[src/rtl/game_pkg.sv]
// Shared maze-game types: screen limits, position type, player FSM states.
// Also holds the clamped one-axis step helper used by the player controller.
package game_pkg;

  localparam int POS_W     = 12;
  localparam int SCR_H_LIM = 632;
  localparam int SCR_V_LIM = 472;
  localparam int SCR_STEP  = 8;

  typedef logic [POS_W-1:0] pos_t;

  typedef enum logic [1:0] {
    PLAY,
    WIN_HOLD,
    RESPAWN
  } state_e;

  // One axis: dec alone steps toward 0, inc alone steps toward lim,
  // both/neither hold. The 13-bit sum keeps the upper clamp wrap-free.
  function automatic pos_t step_axis(
    input pos_t p,
    input logic dec,
    input logic inc,
    input pos_t s,
    input pos_t lim
  );
    logic [POS_W:0] sum;
    pos_t           r;
    sum = {1'b0, p} + {1'b0, s};
    r   = p;
    if (dec && !inc) begin
      r = (p >= s) ? p - s : '0;
    end else if (inc && !dec) begin
      r = (sum <= {1'b0, lim}) ? sum[POS_W-1:0] : lim;
    end
    return r;
  endfunction

endpackage

[src/rtl/player_ctrl_tick_gen.sv]
// tick_gen: divider producing a one-cycle tick every DIV enabled cycles.
// Ports: clk_i, rst_i (async high), clr_i (sync clear), en_i, tick_o.
module tick_gen #(
  parameter int DIV = 4
) (
  input  logic clk_i,
  input  logic rst_i,
  input  logic clr_i,
  input  logic en_i,
  output logic tick_o
);

  localparam int W = (DIV > 1) ? $clog2(DIV) : 1;
  localparam logic [W-1:0] LAST = W'(DIV - 1);

  logic [W-1:0] cnt_q, cnt_d;

  assign tick_o = en_i && (cnt_q == LAST);

  always_comb begin
    cnt_d = cnt_q;
    if (clr_i) begin
      cnt_d = '0;
    end else if (en_i) begin
      cnt_d = tick_o ? '0 : cnt_q + 1'b1;
    end
  end

  always_ff @(posedge clk_i or posedge rst_i) begin
    if (rst_i) cnt_q <= '0;
    else       cnt_q <= cnt_d;
  end

endmodule

[src/rtl/player_ctrl.sv]
// player_ctrl: stepped, screen-clamped player position with win freeze/respawn.
// In: clk, rst, btn_up/down/left/right, level_complete. Out: player_hPos/vPos,
// frozen, new_level, level_count.
module player_ctrl
  import game_pkg::*;
#(
  parameter int H_LIM       = SCR_H_LIM,
  parameter int V_LIM       = SCR_V_LIM,
  parameter int STEP        = SCR_STEP,
  parameter int MOVE_DIV    = 2_000_000,
  parameter int HOLD_CYCLES = 50_000_000,
  parameter int H_START     = 0,
  parameter int V_START     = 0
) (
  input  logic        clk,
  input  logic        rst,
  input  logic        btn_up,
  input  logic        btn_down,
  input  logic        btn_left,
  input  logic        btn_right,
  input  logic        level_complete,
  output logic [11:0] player_hPos,
  output logic [11:0] player_vPos,
  output logic        frozen,
  output logic        new_level,
  output logic [3:0]  level_count
);

  // bit order: {right, left, down, up}
  logic [3:0] btn_s1_q, btn_s2_q;

  state_e     state_q, state_d;
  pos_t       h_q, h_d;
  pos_t       v_q, v_d;
  logic       armed_q, armed_d;
  logic [3:0] lvl_q, lvl_d;

  logic move_tick;
  logic hold_tick;
  logic win;
  logic in_play;
  logic in_hold;

  assign in_play = (state_q == PLAY);
  assign in_hold = (state_q == WIN_HOLD);
  assign win     = in_play && level_complete && armed_q;

  tick_gen #(.DIV(MOVE_DIV)) u_move (
    .clk_i  (clk),
    .rst_i  (rst),
    .clr_i  (win),
    .en_i   (in_play),
    .tick_o (move_tick)
  );

  tick_gen #(.DIV(HOLD_CYCLES)) u_hold (
    .clk_i  (clk),
    .rst_i  (rst),
    .clr_i  (!in_hold),
    .en_i   (in_hold),
    .tick_o (hold_tick)
  );

  always_comb begin
    state_d = state_q;
    h_d     = h_q;
    v_d     = v_q;
    armed_d = armed_q;
    lvl_d   = lvl_q;
    unique case (state_q)
      PLAY: begin
        if (!level_complete) armed_d = 1'b1;
        if (win) begin
          state_d = WIN_HOLD;
          armed_d = 1'b0;
          lvl_d   = lvl_q + 4'd1;
        end else if (move_tick) begin
          h_d = step_axis(h_q, btn_s2_q[2], btn_s2_q[3],
                          pos_t'(STEP), pos_t'(H_LIM));
          v_d = step_axis(v_q, btn_s2_q[0], btn_s2_q[1],
                          pos_t'(STEP), pos_t'(V_LIM));
        end
      end
      WIN_HOLD: begin
        // start position is loaded on the way into RESPAWN so it is
        // already visible in the new_level cycle
        if (hold_tick) begin
          state_d = RESPAWN;
          h_d     = pos_t'(H_START);
          v_d     = pos_t'(V_START);
        end
      end
      RESPAWN: state_d = PLAY;
      default: state_d = PLAY;
    endcase
  end

  always_ff @(posedge clk or posedge rst) begin
    if (rst) begin
      btn_s1_q <= '0;
      btn_s2_q <= '0;
      state_q  <= PLAY;
      h_q      <= pos_t'(H_START);
      v_q      <= pos_t'(V_START);
      armed_q  <= 1'b0;
      lvl_q    <= '0;
    end else begin
      btn_s1_q <= {btn_right, btn_left, btn_down, btn_up};
      btn_s2_q <= btn_s1_q;
      state_q  <= state_d;
      h_q      <= h_d;
      v_q      <= v_d;
      armed_q  <= armed_d;
      lvl_q    <= lvl_d;
    end
  end

  assign player_hPos = h_q;
  assign player_vPos = v_q;
  assign frozen      = !in_play;
  assign new_level   = (state_q == RESPAWN);
  assign level_count = lvl_q;

endmodule
[config.mk]
export PLATFORM = sky130hd
export DESIGN_NAME = player_ctrl
export DESIGN_NICKNAME = d
export VERILOG_FILES = /design/src/rtl/game_pkg.sv /design/src/rtl/player_ctrl_tick_gen.sv /design/src/rtl/player_ctrl.sv
export SDC_FILE = /design/constraint.sdc
export NUM_CORES = 1
export LEC_CHECK = 0
export BUFFER_PORTS_ARGS = -buffer_cell sky130_fd_sc_hd__buf_2
export CORE_UTILIZATION = 30
export CTS_CLUSTER_DIAMETER = 150
export DETAILED_ROUTE_END_ITERATION = 8
export GPL_ROUTABILITY_DRIVEN = 1
export GPL_TIMING_DRIVEN = 0
export PLACE_DENSITY = 0.51
export SETUP_SLACK_MARGIN = 0.2
export SLEW_MARGIN = 20
export SYNTH_ARGS = -nofsm -noshare
export SYNTH_HDL_FRONTEND = slang
export SYNTH_SLANG_ARGS = --single-unit
[constraint.sdc]
create_clock -name clk -period 2.8 [get_ports clk]
set_clock_uncertainty 0.05 [all_clocks]
set_input_delay 0.14 -clock clk [delete_from_list [all_inputs] [get_ports clk]]
set_output_delay 0.14 -clock clk [all_outputs]
set_load 0.02 [all_outputs]
# Word level (Yosys, flattened, before mapping)
# Index checks and enable logic that the tools add are counted.
[word_totals]
regBits = 86
latch_bits = 0
ram_bits = 0
rom_bits = 0
input_bits = 7
out_inout_bits = 30
word_cells = 77
mem_count = 0
[classes]
addsub = 7
n_mul = 0
div_mod_pow = 0
order_cmp = 4
n_eq_ne = 11
shift = 0
mux = 25
bitwise_logic = 0
reduce_logical = 21
[ops]
columns = ["op", "count"]
rows = [
  ["12-bit two-way mux", 13],
  ["21-bit two-way mux", 3],
  ["26-bit two-way mux", 2],
  ["12-bit case mux with 2 select lines", 2],
  ["12-bit by 4-bit adder with 13-bit output, second input constant", 2],
  ["26-bit by 1-bit adder with 26-bit output, second input constant", 1],
  ["26-bit equality test, second input constant", 1],
  ["12-bit by 4-bit greater-or-equal comparator with 1-bit output, second input constant", 2],
  ["12-bit by 4-bit subtractor with 12-bit output, second input constant", 2],
  ["21-bit by 1-bit adder with 21-bit output, second input constant", 1],
  ["21-bit equality test, second input constant", 1],
  ["13-bit by 10-bit less-or-equal comparator with 1-bit output, second input constant", 1],
  ["13-bit by 9-bit less-or-equal comparator with 1-bit output, second input constant", 1],
  ["5-bit AND reduction", 2],
  ["1-bit logical AND", 8],
  ["2-bit by 1-bit inequality test with 1-bit output, second input constant", 3],
  ["3-bit by 1-bit inequality test with 1-bit output, second input constant", 2],
  ["2-bit AND reduction", 3],
  ["1-bit zero test", 5],
  ["4-bit by 1-bit adder with 4-bit output, second input constant", 1],
  ["2-bit two-way mux", 2],
  ["2-bit inequality test, second input constant", 2],
  ["2-bit case mux with 2 select lines", 1],
  ["2-bit nonzero test", 2],
  ["4 further kinds", 5],
]

# Logic depth before layout (Yosys ltp)
# Gate-level depths: netlist of run 1.
[depth]
depth_word = 8
mapped_depth = 9
depth_no_buf = 8

# Cells and area by module
# Synthesis of run 1 repeated with hierarchy kept, for this count alone.
[unflattened]
hier_cells = 572
hier_area_um2 = 5141.2
[modules_own_cells]
columns = ["mod", "instances", "cells_per_inst", "area_per_inst_um2", "seq_area_each_um2"]
rows = [
  ["player_ctrl", 1, 268, 2374.8, 825.8],
  ["tick_gen at u_hold", 1, 164, 1512.7, 650.6],
  ["tick_gen at u_move", 1, 140, 1253.7, 525.5],
]

# Worst setup path after synthesis of run 1
# No wires, ideal clock.
[synth_timing]
path_kind = "register to register"
startpoint = "reg h_q[3] (netlist: player_hPos[3])"
endpoint = "reg h_q[5] (netlist: player_hPos[5])"
setup_ns = 0.123
arrival_time_ns = 2.180
required_time_ns = 2.627
setup_slack_ns = 0.447
stages_incl_launch_ff = 8
path_buffers = 0
period_less_slack_ns = 2.353
path_cell_list = "dfrtp_1 > ha_1 > or3b_1 > or4_4 > a21oi_2 > o311ai_2 > a221oi_2 > o21ai_1"
[synth_via]
elab_chain_cells = 8
word_cells_on_any_way = 11
cone_classes = "add/sub: 2; order compare: 2; mux: 7"
[synth_lines]
columns = ["element", "line_no", "source"]
rows = [
  ["start, declared", "player_ctrl.sv:33", "pos_t h_q, h_d;"],
  ["start signal, assigned", "player_ctrl.sv:103", "h_q <= pos_t'(H_START);"],
  ["12-bit by 4-bit adder with 13-bit output", "game_pkg.sv:29", "sum = {1'b0, p} + {1'b0, s};"],
  ["13-bit by 10-bit less-or-equal comparator with 1-bit output", "game_pkg.sv:34", "r = (sum <= {1'b0, lim}) ? sum[POS_W-1:0] : lim;"],
  ["12-bit two-way mux", "game_pkg.sv:34", ""],
  ["12-bit two-way mux", "game_pkg.sv:33", "end else if (inc && !dec) begin"],
  ["12-bit two-way mux (*)", "game_pkg.sv:31", "if (dec && !inc) begin"],
  ["12-bit two-way mux (*)", "player_ctrl.sv:77", "end else if (move_tick) begin"],
  ["12-bit two-way mux (*)", "player_ctrl.sv:73", "if (win) begin"],
  ["12-bit case mux with 2 select lines (*)", "player_ctrl.sv:70", "unique case (state_q)"],
]
# Mark *: on every way between the ends. The rest lies on a longest branch, timed or not. The select of a mux whose other input is x is not followed.
# A chain may end at the register's enable or synchronous reset.

# Worst setup path after layout of run 1
# Same ends and word-level chain as after synthesis.

==> results of run 1 <==
[per-stage QoR]
stage	setup slack (ps)	TNS (ps)	hold WS, ps	instance area [µm²]
floorplan	447.5	0	121.4	4956
global placement	-575.1	-45520	199.3	5376
detailed placement	332.3	0	182.3	5406
CTS	318.6	0	7.905	5732
global route	234.6	0	13.44	5733
finish	330.7	0	14.72	5733
[worst paths after layout]
| kind | from | endpoint | depth (start not counted) |
|---|---|---|---|
| hold / removal | level_complete | armed_q | 2 |
| setup / recovery | player_hPos[3] | player_hPos[5] | 7 |
| max in group asynchronous | rst | player_vPos[9] | 4 |
| hold reg to reg | btn_s1_q[2] | btn_s2_q[2] | 0 |
| setup reg to reg | player_hPos[3] | player_hPos[5] | 7 |
| min in group asynchronous | rst | player_hPos[4] | 3 |
[metal layers]
layer / vias up / share of wire / GRT usage / wire [µm]
met5: - / 0 / 0 / 0
met2: 94 / 0.45 / 0.2365 / 5428
met3: 18 / 0.037 / 0.03403 / 452
met1: 2062 / 0.50 / 0.2092 / 6038
met4: 0 / 0.015 / 0.04993 / 182
li1: 2097 / - / - / -
[layout make-up]
type | instances | area [µm²] | share of cell area
Clock inverter | 5 | 32.53 | 0.005674
Timing Repair Buffer | 36 | 227.7 | 0.03972
Inverter | 14 | 55.05 | 0.009603
Tap cell | 216 | 270.3 | 0.04714
Clock buffer | 11 | 242.7 | 0.04234
Buffer | 28 | 156.4 | 0.02728
Multi-Input combinational cell | 438 | 2746 | 0.4790
Sequential cell | 80 | 2002 | 0.3492
[flip-flops by register name, summed over array words and instances, names as in the netlist]
signal and cells:
u_move.cnt_q 21, btn_s2_q 4, u_hold.cnt_q 26, btn_s1_q 4, state_q 2, player_hPos 9
armed_q 1, player_vPos 9, level_count 4
[cell usage after synthesis, types with 9 or more instances]
master    count  area, µm²
a21oi_1      16      80.08
and3_1       10      62.56
buf_2        10      50.05
clkbuf_1      9      33.78
dfrtp_1      80       2002
ha_1         11      137.6
inv_1        12      45.04
nand2_1      59      221.5
nand2b_1      9      56.30
nand3_1      28      140.1
nand4_1      17      106.4
nor2_1       59      221.5
nor3_1       10      50.05
o21ai_0      34      170.2
o21ai_1      16      80.08
o31ai_1      13      97.59
xnor2_1      18      157.7
xor2_1       23      201.4
[power groups by stage]
| stage | Clock [W] | Combinational (W) | Sequential [W] |
|---|---|---|---|
| after global routing | 0.00119 | 0.0000896 | 0.00117 |
| after floorplan | 0 | 0.0000505 | 0.00119 |
| after global placement | 0 | 0.0000687 | 0.00119 |
| after CTS | 0.00114 | 0.0000812 | 0.00117 |
| after detailed placement | 0 | 0.0000756 | 0.00119 |
| final | 0.00110 | 0.0000787 | 0.00117 |
[cell families after synthesis]
group	share of synthesized area
other	0.0007595
AO/OA/AOI/OAI	0.1647
buffers and inverters	0.04207
XOR/XNOR	0.07273
AND/OR/NAND/NOR	0.2841
adder cells (fa/ha/maj)	0.02788
multiplexers	0.002281
flip-flops	0.4055
[worst register-to-register path, delay by kind of cell (launching register included)]
family                   cells  cell delay (ps)
AO/OA/AOI/OAI                4              670
AND/OR/NAND/NOR              2              820
flip-flops                   1              480
adder cells (fa/ha/maj)      1              330
[what timing repair did]
action | CTS | global route
gates resized for setup | 0 | 2
setup endpoints to repair | 0 | 2
hold buffers | 5 | 0
hold endpoints to repair | 43 | 0
==> flow_summary.yaml, run 1 <==
run_status:
  outcome: "finished clean"
sta:
  fmax_ghz: 0.4050
  fin_crit_ps: 2469
  worst_pin_slew_ps: 615.4
  rsz0062_at_grt: "false"
  slew_violations: 0
  hold_viol_final: 0
  finalCritPeriodShare: 0.8819
  slew_headroom: 0.5875
  setup_violations: 0
cells_and_area:
  final_util: 0.3583
  area_growth_pct: 16.12
  nets: 625
  drive_gt1_frac: 0.1585
  stdcell_count: 828
  layout_commonest_cell: "dfrtp_1"
  n_fill_cell: 1667
  num_antenna_cells: 0
  layout_common_cells: "80 x dfrtp_1, 59 x nand2_1, 59 x nor2_1"
detailed_routing:
  vias_per_cell: 5.158
  routed-via-count: 4271
  drc: 0
  first_iter_violations: 345
  final_antenna_net_count: 0
  drt-total-wl_mm: 12.10
  drtPass1Iterations: 5
  wire_per_inst_um: 14.61
worst_setup_path:
  cp_slowest_cell: "dfrtp_1"
  cp-start-kind: "flop"
  required_ps: 2980
  worst-r2r-setup-slack_ps: 330
  crit_chain: "ha_1 > or3b_1 > or4_4 > a21oi_2 > o311ai_2 > a221oi_2 > o21ai_1"
  crit_buf_inv: 0
  crit_type: "reg2reg"
  worst_setup_path_end_kind: "flop"
  critPathMaxFanout: 9
  cp_top_family: "simple AND/OR/NAND/NOR gates"
  worstPathArrival_ps: 2650
  critPathMaxStageDelay_ps: 480
synthesis:
  synth_edf_count: 0
  ys_seq_area_frac: 0.4055
  netlist_area_um2: 4937
  syn_avg_cell_area_um2: 8.896
  ys_types: 79
  async_flop_share: 1.000
  synth_flop_cell: "dfrtp_1"
  syn_inst: 555
  ys_seq_elements: 80
  yosys_warnings: 0
clocking:
  insertion_delay_ps: 350
  htreeDepth: 3
  cts_sinks: 80
  numCtsBuffers: 9
  clk_path_buf_depth: 2
  tritoncts: "done"
  cts_root_buf: "clkbuf_16"
  clkTransAtPathRegs_ps: 60
  cts_setup_buffers: 0
global_route:
  track_usage: 0.1524
  gr-total-overflow: 0
  antenna_found_initial: 0
  grt_pass1_vias: 4002
  grt_max_degree: 42
  grt_pass1_wl_mm: 20.24
place:
  dp_hpwl_mm: 8.744
  dp_cells: 807
  io_buffers: 30
  gp_congestion: 0.8891
pwr:
  p_sw_frac: 0.2283
  seq_power_share: 0.497
  power_per_cell_area_nw_per_um2: 409.1
  leakagePower_nw: 2.455
  p_sw_w: 0.0005354
  internal_power_w: 0.001810
  ir_worst_vdd_mv: 0.2938
  p_comb_frac: 0.034
  power_w: 0.002345
  power.clock.fraction: 0.469
floorplan:
  die_area_um2: 16970
  io_pins: 37
  dieHeight_um: 130.3
  die_w_um: 130.3
  start_util: 0.3086
  core_area_um2: 16000
  num_rows: 46
run:
  maxCapViolations: 0
hold_path:
  hold_class: "in2reg"
Note: power is estimated with default switching activity, not from simulation.
==> run 2: changes to the inputs <==
--- a/config.mk
+++ b/config.mk
@@ -6,12 +6,12 @@
 export NUM_CORES = 1
 export LEC_CHECK = 0
 export BUFFER_PORTS_ARGS = -buffer_cell sky130_fd_sc_hd__buf_2
-export CORE_UTILIZATION = 30
+export CORE_UTILIZATION = 40
 export CTS_CLUSTER_DIAMETER = 150
 export DETAILED_ROUTE_END_ITERATION = 8
 export GPL_ROUTABILITY_DRIVEN = 1
 export GPL_TIMING_DRIVEN = 0
-export PLACE_DENSITY = 0.51
+export PLACE_DENSITY = 0.62
 export SETUP_SLACK_MARGIN = 0.2
 export SLEW_MARGIN = 20
 export SYNTH_ARGS = -nofsm -noshare
==> flow_summary.yaml, run 2 (synthesis results as in run 1) <==
run_status:
  outcome: "finished clean"
worst_setup_path:
  worst_setup_path_end_kind: "flop"
  critPathMaxStageDelay_ps: 490
  reg2regPathDepth: 7
  required_ps: 2970
  cp-start-kind: "flop"
  crit_type: "reg2reg"
  cp_slowest_cell: "dfrtp_1"
  crit_chain: "ha_2 > or3b_1 > or4_4 > a21oi_2 > o311ai_2 > a221oi_2 > o21ai_1"
  critPathMaxFanout: 9
  worstPathArrival_ps: 2640
sta:
  rsz0062_at_grt: "false"
  whs_ps: 24.06
  slew_headroom: 0.6287
  finalSetupTns_ps: 0
  setup_violations: 0
  hold_viol_final: 0
  worst_pin_slew_ps: 553.9
  fmax_ghz: 0.4048
  fin_crit_ps: 2470
  finalCritPeriodShare: 0.8823
  slew_violations: 0
detailed_routing:
  vias_per_cell: 5.601
  first_iter_violations: 390
  drt-total-wl_mm: 11.46
  wire_per_inst_um: 15.10
  final_antenna_net_count: 0
  drc: 0
  drtPass1Iterations: 4
  routed-via-count: 4251
global_route:
  grt_max_degree: 57
  grt_pass1_vias: 4061
  gr-total-overflow: 0
  grt_pass1_wl_mm: 19.55
  antenna_found_initial: 0
  track_usage: 0.1891
clocking:
  insertion_delay_ps: 340
  numCtsBuffers: 9
  cts_root_buf: "clkbuf_16"
  cts_sinks: 80
  htreeDepth: 3
  cts_setup_buffers: 0
  clkTransAtPathRegs_ps: 60
  tritoncts: "done"
  clk_path_buf_depth: 2
cells_and_area:
  area_growth_pct: 15.53
  drive_gt1_frac: 0.1601
  reg_top3: "u_hold.cnt_q (26), u_move.cnt_q (21)"
  nets: 625
  final_util: 0.4749
  postLayoutCellArea_um2: 5704
  num_antenna_cells: 0
  largest_reg_flops: 26
  n_fill_cell: 1164
  layout_commonest_cell: "dfrtp_1"
  layout_common_cells: "80 x dfrtp_1, 59 x nand2_1, 59 x nor2_1"
  regMostFlops: "u_hold.cnt_q"
floorplan:
  die_w_um: 113.1
  core_area_um2: 12010
  num_rows: 40
  start_util: 0.4110
  die_area_um2: 12790
  io_pins: 37
  dieHeight_um: 113.1
place:
  gp_congestion: 0.8867
  placed_area_um2: 5320
  io_buffers: 30
  dp_hpwl_mm: 8.207
pwr:
  leakagePower_nw: 2.489
  power_per_cell_area_nw_per_um2: 444.5
  ir_worst_vdd_mv: 0.3667
  power_w: 0.002536
hold_path:
  worstHoldPathCells: 2
  hold_class: "in2reg"
run:
  maxCapViolations: 0
## run 2: path summary, 6_finish.rpt
| path | end | slack, ps | start |
|---|---|---|---|
| min | armed_q | 20 | level_complete |
| min in group asynchronous | u_hold.cnt_q[24] | 280 | rst |
| min reg2reg | btn_s2_q[2] | 300 | btn_s1_q[2] |
| max | player_hPos[5] | 330 | player_hPos[3] |
| max in group asynchronous | u_hold.cnt_q[5] | 1830 | rst |
| max reg2reg | player_hPos[5] | 330 | player_hPos[3] |
## run 2: stage by stage
step | setup slack, ps | std cells
finish | 329.5 | 759
global route | 244.2 | 759
CTS | 262.1 | 759
detailed placement | 288.5 | 738
global placement | -412.2 | 737
floorplan | 447.5 | 560
## run 2: repair_timing
action | CTS | global route
endpoints found under the setup margin | 0 | 1
hold buffers | 5 | 0
resized for setup | 0 | 1
endpoints found under the hold margin | 28 | 0
## run 2: area by class of cell
| cell class | instances | area [µm²] | area share |
|---|---|---|---|
| Sequential cell | 80 | 2002 | 0.3510 |
| Multi-Input combinational cell | 438 | 2749 | 0.4819 |
| Clock buffer | 11 | 252.7 | 0.04431 |
| Buffer | 28 | 155.1 | 0.02720 |
| Inverter | 14 | 55.05 | 0.009651 |
| Tap cell | 147 | 183.9 | 0.03224 |
| Clock inverter | 5 | 78.83 | 0.01382 |
| Timing Repair Buffer | 36 | 227.7 | 0.03992 |
## run 2: metal layers
layer,vias to the layer above,part of all wire,global-route usage,wire length (µm)
met5,-,0,0,0
met4,0,0.017,0.07456,194
met3,22,0.035,0.03482,403
met2,99,0.47,0.3018,5395
met1,2034,0.48,0.2545,5469
li1,2096,-,-,-
## run 2: report_power, final
| part | internal (W) | switching, W |
|---|---|---|
| registers | 0.00116 | 0.00000381 |
| logic | 0.0000268 | 0.0000506 |
| clock network | 0.000828 | 0.000465 |
## run 2: critical path: cells and delay by family (launching register included)
kind / cells / cell delay [ps]
fa+ha+maj: 1 / 290
simple gates: 2 / 820
flops: 1 / 490
compound gates: 4 / 690
==> run 3: changes to the inputs <==
--- a/config.mk
+++ b/config.mk
@@ -5,6 +5,8 @@
 export SDC_FILE = /design/constraint.sdc
 export NUM_CORES = 1
 export LEC_CHECK = 0
+export ABC_AREA = 1
+export ABC_CLOCK_PERIOD_IN_PS = 2800
 export BUFFER_PORTS_ARGS = -buffer_cell sky130_fd_sc_hd__buf_2
 export CORE_UTILIZATION = 40
 export CTS_CLUSTER_DIAMETER = 150
==> flow_summary.yaml, run 3 <==
global_route:
  antenna_found_initial: 0
  gr-total-overflow: 0
  grt_max_degree: 55
  grt_pass1_wl_mm: 20.44
  track_usage: 0.1930
  grt_pass1_vias: 4425
floorplan:
  dieHeight_um: 115.2
  start_util: 0.4181
  io_pins: 37
  die_area_um2: 13270
  num_rows: 40
  die_w_um: 115.2
  core_area_um2: 12260
clocking:
  numCtsBuffers: 9
  insertion_delay_ps: 340
  clk_path_buf_depth: 2
  cts_sinks: 80
  tritoncts: "done"
  htreeDepth: 3
  post_cts_resized: 0
  clkTransAtPathRegs_ps: 60
  cts_root_buf: "clkbuf_16"
detailed_routing:
  drc: 0
  drtPass1Iterations: 6
  first_iter_violations: 335
  wire_per_inst_um: 12.42
  final_antenna_net_count: 0
  drt-total-wl_mm: 11.72
  routed-via-count: 4740
  vias_per_cell: 5.027
synthesis:
  async_flop_share: 1.000
  synth_common_cells: "192 x nand2_1, 101 x nor2_1, 83 x inv_1"
  synthMuxAreaShare: 0
  synth_flop_cell: "dfrtp_1"
  netlist_area_um2: 5126
  ys_seq_elements: 80
  yosys.area_share.simple: 0.3681
  synth_top_cell_by_area: "dfrtp_1"
  ys_types: 44
  yosys-top-cells-area: "dfrtp_1 39%, nand2_1 14%, nor2_1 7.4%, inv_1 6.1%, nand3_1 5.2%"
  synth_edf_count: 0
  ys_seq_area_frac: 0.3905
  yosysMostFrequentCell: "nand2_1"
  synth_top_area_share: 0.3905
  synth_compound_area_frac: 0.08030
  synth_xor_area_frac: 0.05126
  syn_inst: 718
  synth-adder-area-share: 0.02685
  synth_top_family_by_area: "simple AND/OR/NAND/NOR gates"
  yosys_warnings: 0
  syn_avg_cell_area_um2: 7.140
worst_setup_path:
  worst_setup_path_end_kind: "flop"
  r2r_start: "player_vPos[3]"
  critPathMaxStageDelay_ps: 550
  reg2regPathDepth: 10
  critPathMaxFanout: 10
  crit_cells: 10
  worst-r2r-setup-slack_ps: 630
  worstSetupStartpoint: "player_vPos[3]"
  regToRegEndpoint: "player_vPos[3]"
  cp_slowest_cell: "dfrtp_1"
  worstPathArrival_ps: 2340
  cp-start-kind: "flop"
  crit_buf_inv: 0
  cp_common_cell: "nand2_1"
  cp_top_family: "simple AND/OR/NAND/NOR gates"
  crit_type: "reg2reg"
  crit_end: "player_vPos[3]"
  required_ps: 2970
  crit_chain: "ha_1 > nand2_1 > nor2_1 > nand2_1 > nand2_1 > nand3_1 > nor2_2 > nand3_1 > nand4_1 > o21ai_1"
cells_and_area:
  layout_commonest_cell: "nand2_1"
  largest_reg_flops: 26
  area_growth_pct: 15.43
  layout_common_cells: "192 x nand2_1, 101 x nor2_1, 82 x inv_1"
  nets: 788
  num_antenna_cells: 0
  final_util: 0.4826
  stdcell_count: 943
  reg_top3: "u_hold.cnt_q (26), u_move.cnt_q (21)"
  regMostFlops: "u_hold.cnt_q"
  drive_gt1_frac: 0.1135
pwr:
  leakagePower_nw: 2.955
  power_w: 0.002521
  power_per_cell_area_nw_per_um2: 426.0
  ir_worst_vdd_mv: 0.2834
sta:
  fmax_ghz: 0.4611
  rsz0062_at_grt: "false"
  slew_violations: 0
  hold_viol_final: 0
  finalCritPeriodShare: 0.7745
  slew_headroom: 0.6410
  setup_violations: 0
  fin_crit_ps: 2169
  finalSetupTns_ps: 0
  worst_pin_slew_ps: 538.5
  whs_ps: 102.3
place:
  dp_cells: 922
  gp_congestion: 0.9058
  io_buffers: 30
  dp_hpwl_mm: 8.700
hold_path:
  hold_class: "in2reg"
run_status:
  outcome: "finished clean"
run:
  maxCapViolations: 0
run 3: kinds of logic (layout without fill, tap and decap cells):
family	count (synthesis)	after routing
AO/OA/AOI/OAI	74	74
buffers and inverters	102	154
adder cells (fa/ha/maj)	11	11
XOR/XNOR	30	30
AND/OR/NAND/NOR	420	420
other	1	6
flip-flops	80	80
run 3: layout make-up:
class	count	area, µm²
fillers	1224	6345
multi-input cells	541	2721
repair buffers	36	227.7
clock buffers	10	239.0
inverters	86	327.8
clock inverters	6	92.59
well taps	168	210.2
plain buffers	16	96.34
flip-flops and latches	80	2002
run 3: how the worst min path moves through the flow:
stage                   start        endpoint  slack, ps  cells after the start
6_report       level_complete         armed_q        100                      4
5_1_grt        level_complete         armed_q        130                      4
4_1_cts        level_complete         armed_q         90                      4
3_5_place_dp              rst  level_count[3]        110                      2
3_3_place_gp        btn_right     btn_s1_q[3]        200                      1
2_1_floorplan          btn_up     btn_s1_q[0]        120                      0
run 3: worst reg2reg max path, cell delays in order (launching register included):
cell and delay (ps):
dfrtp_1 550, ha_1 230, nand2_1 120, nor2_1 270
nand2_1 90, nand2_1 60, nand3_1 80, nor2_2 260
nand3_1 160, nand4_1 120, o21ai_1 80
run 3: per-layer routing:
layer,GRT usage,wire (µm),up-vias
li1,-,-,2419
met2,0.3112,5327,106
met1,0.2631,5789,2199
met4,0.06926,179,0
met5,0,0,-
met3,0.03005,419,16
run 3: report_power, final:
group	leakage [nW]	internal, W	switching, W
Clock	0.155	0.000808	0.000477
Sequential	0.947	0.00116	0.00000340
Combinational	1.85	0.0000235	0.0000470
run 3: timing repair:
action	CTS	global route
endpoints found under the hold margin	30	0
hold buffers	5	0
setup buffers	0	0
run 3: metrics by stage:
stage                     setup slack, ps  instance area [µm²]
after floorplan                     558.3                 5145
after detailed placement            700.0                 5535
final                               631.5                 5917
after CTS                           688.4                 5917
after global placement             -502.4                 5505
after global routing                453.1                 5917
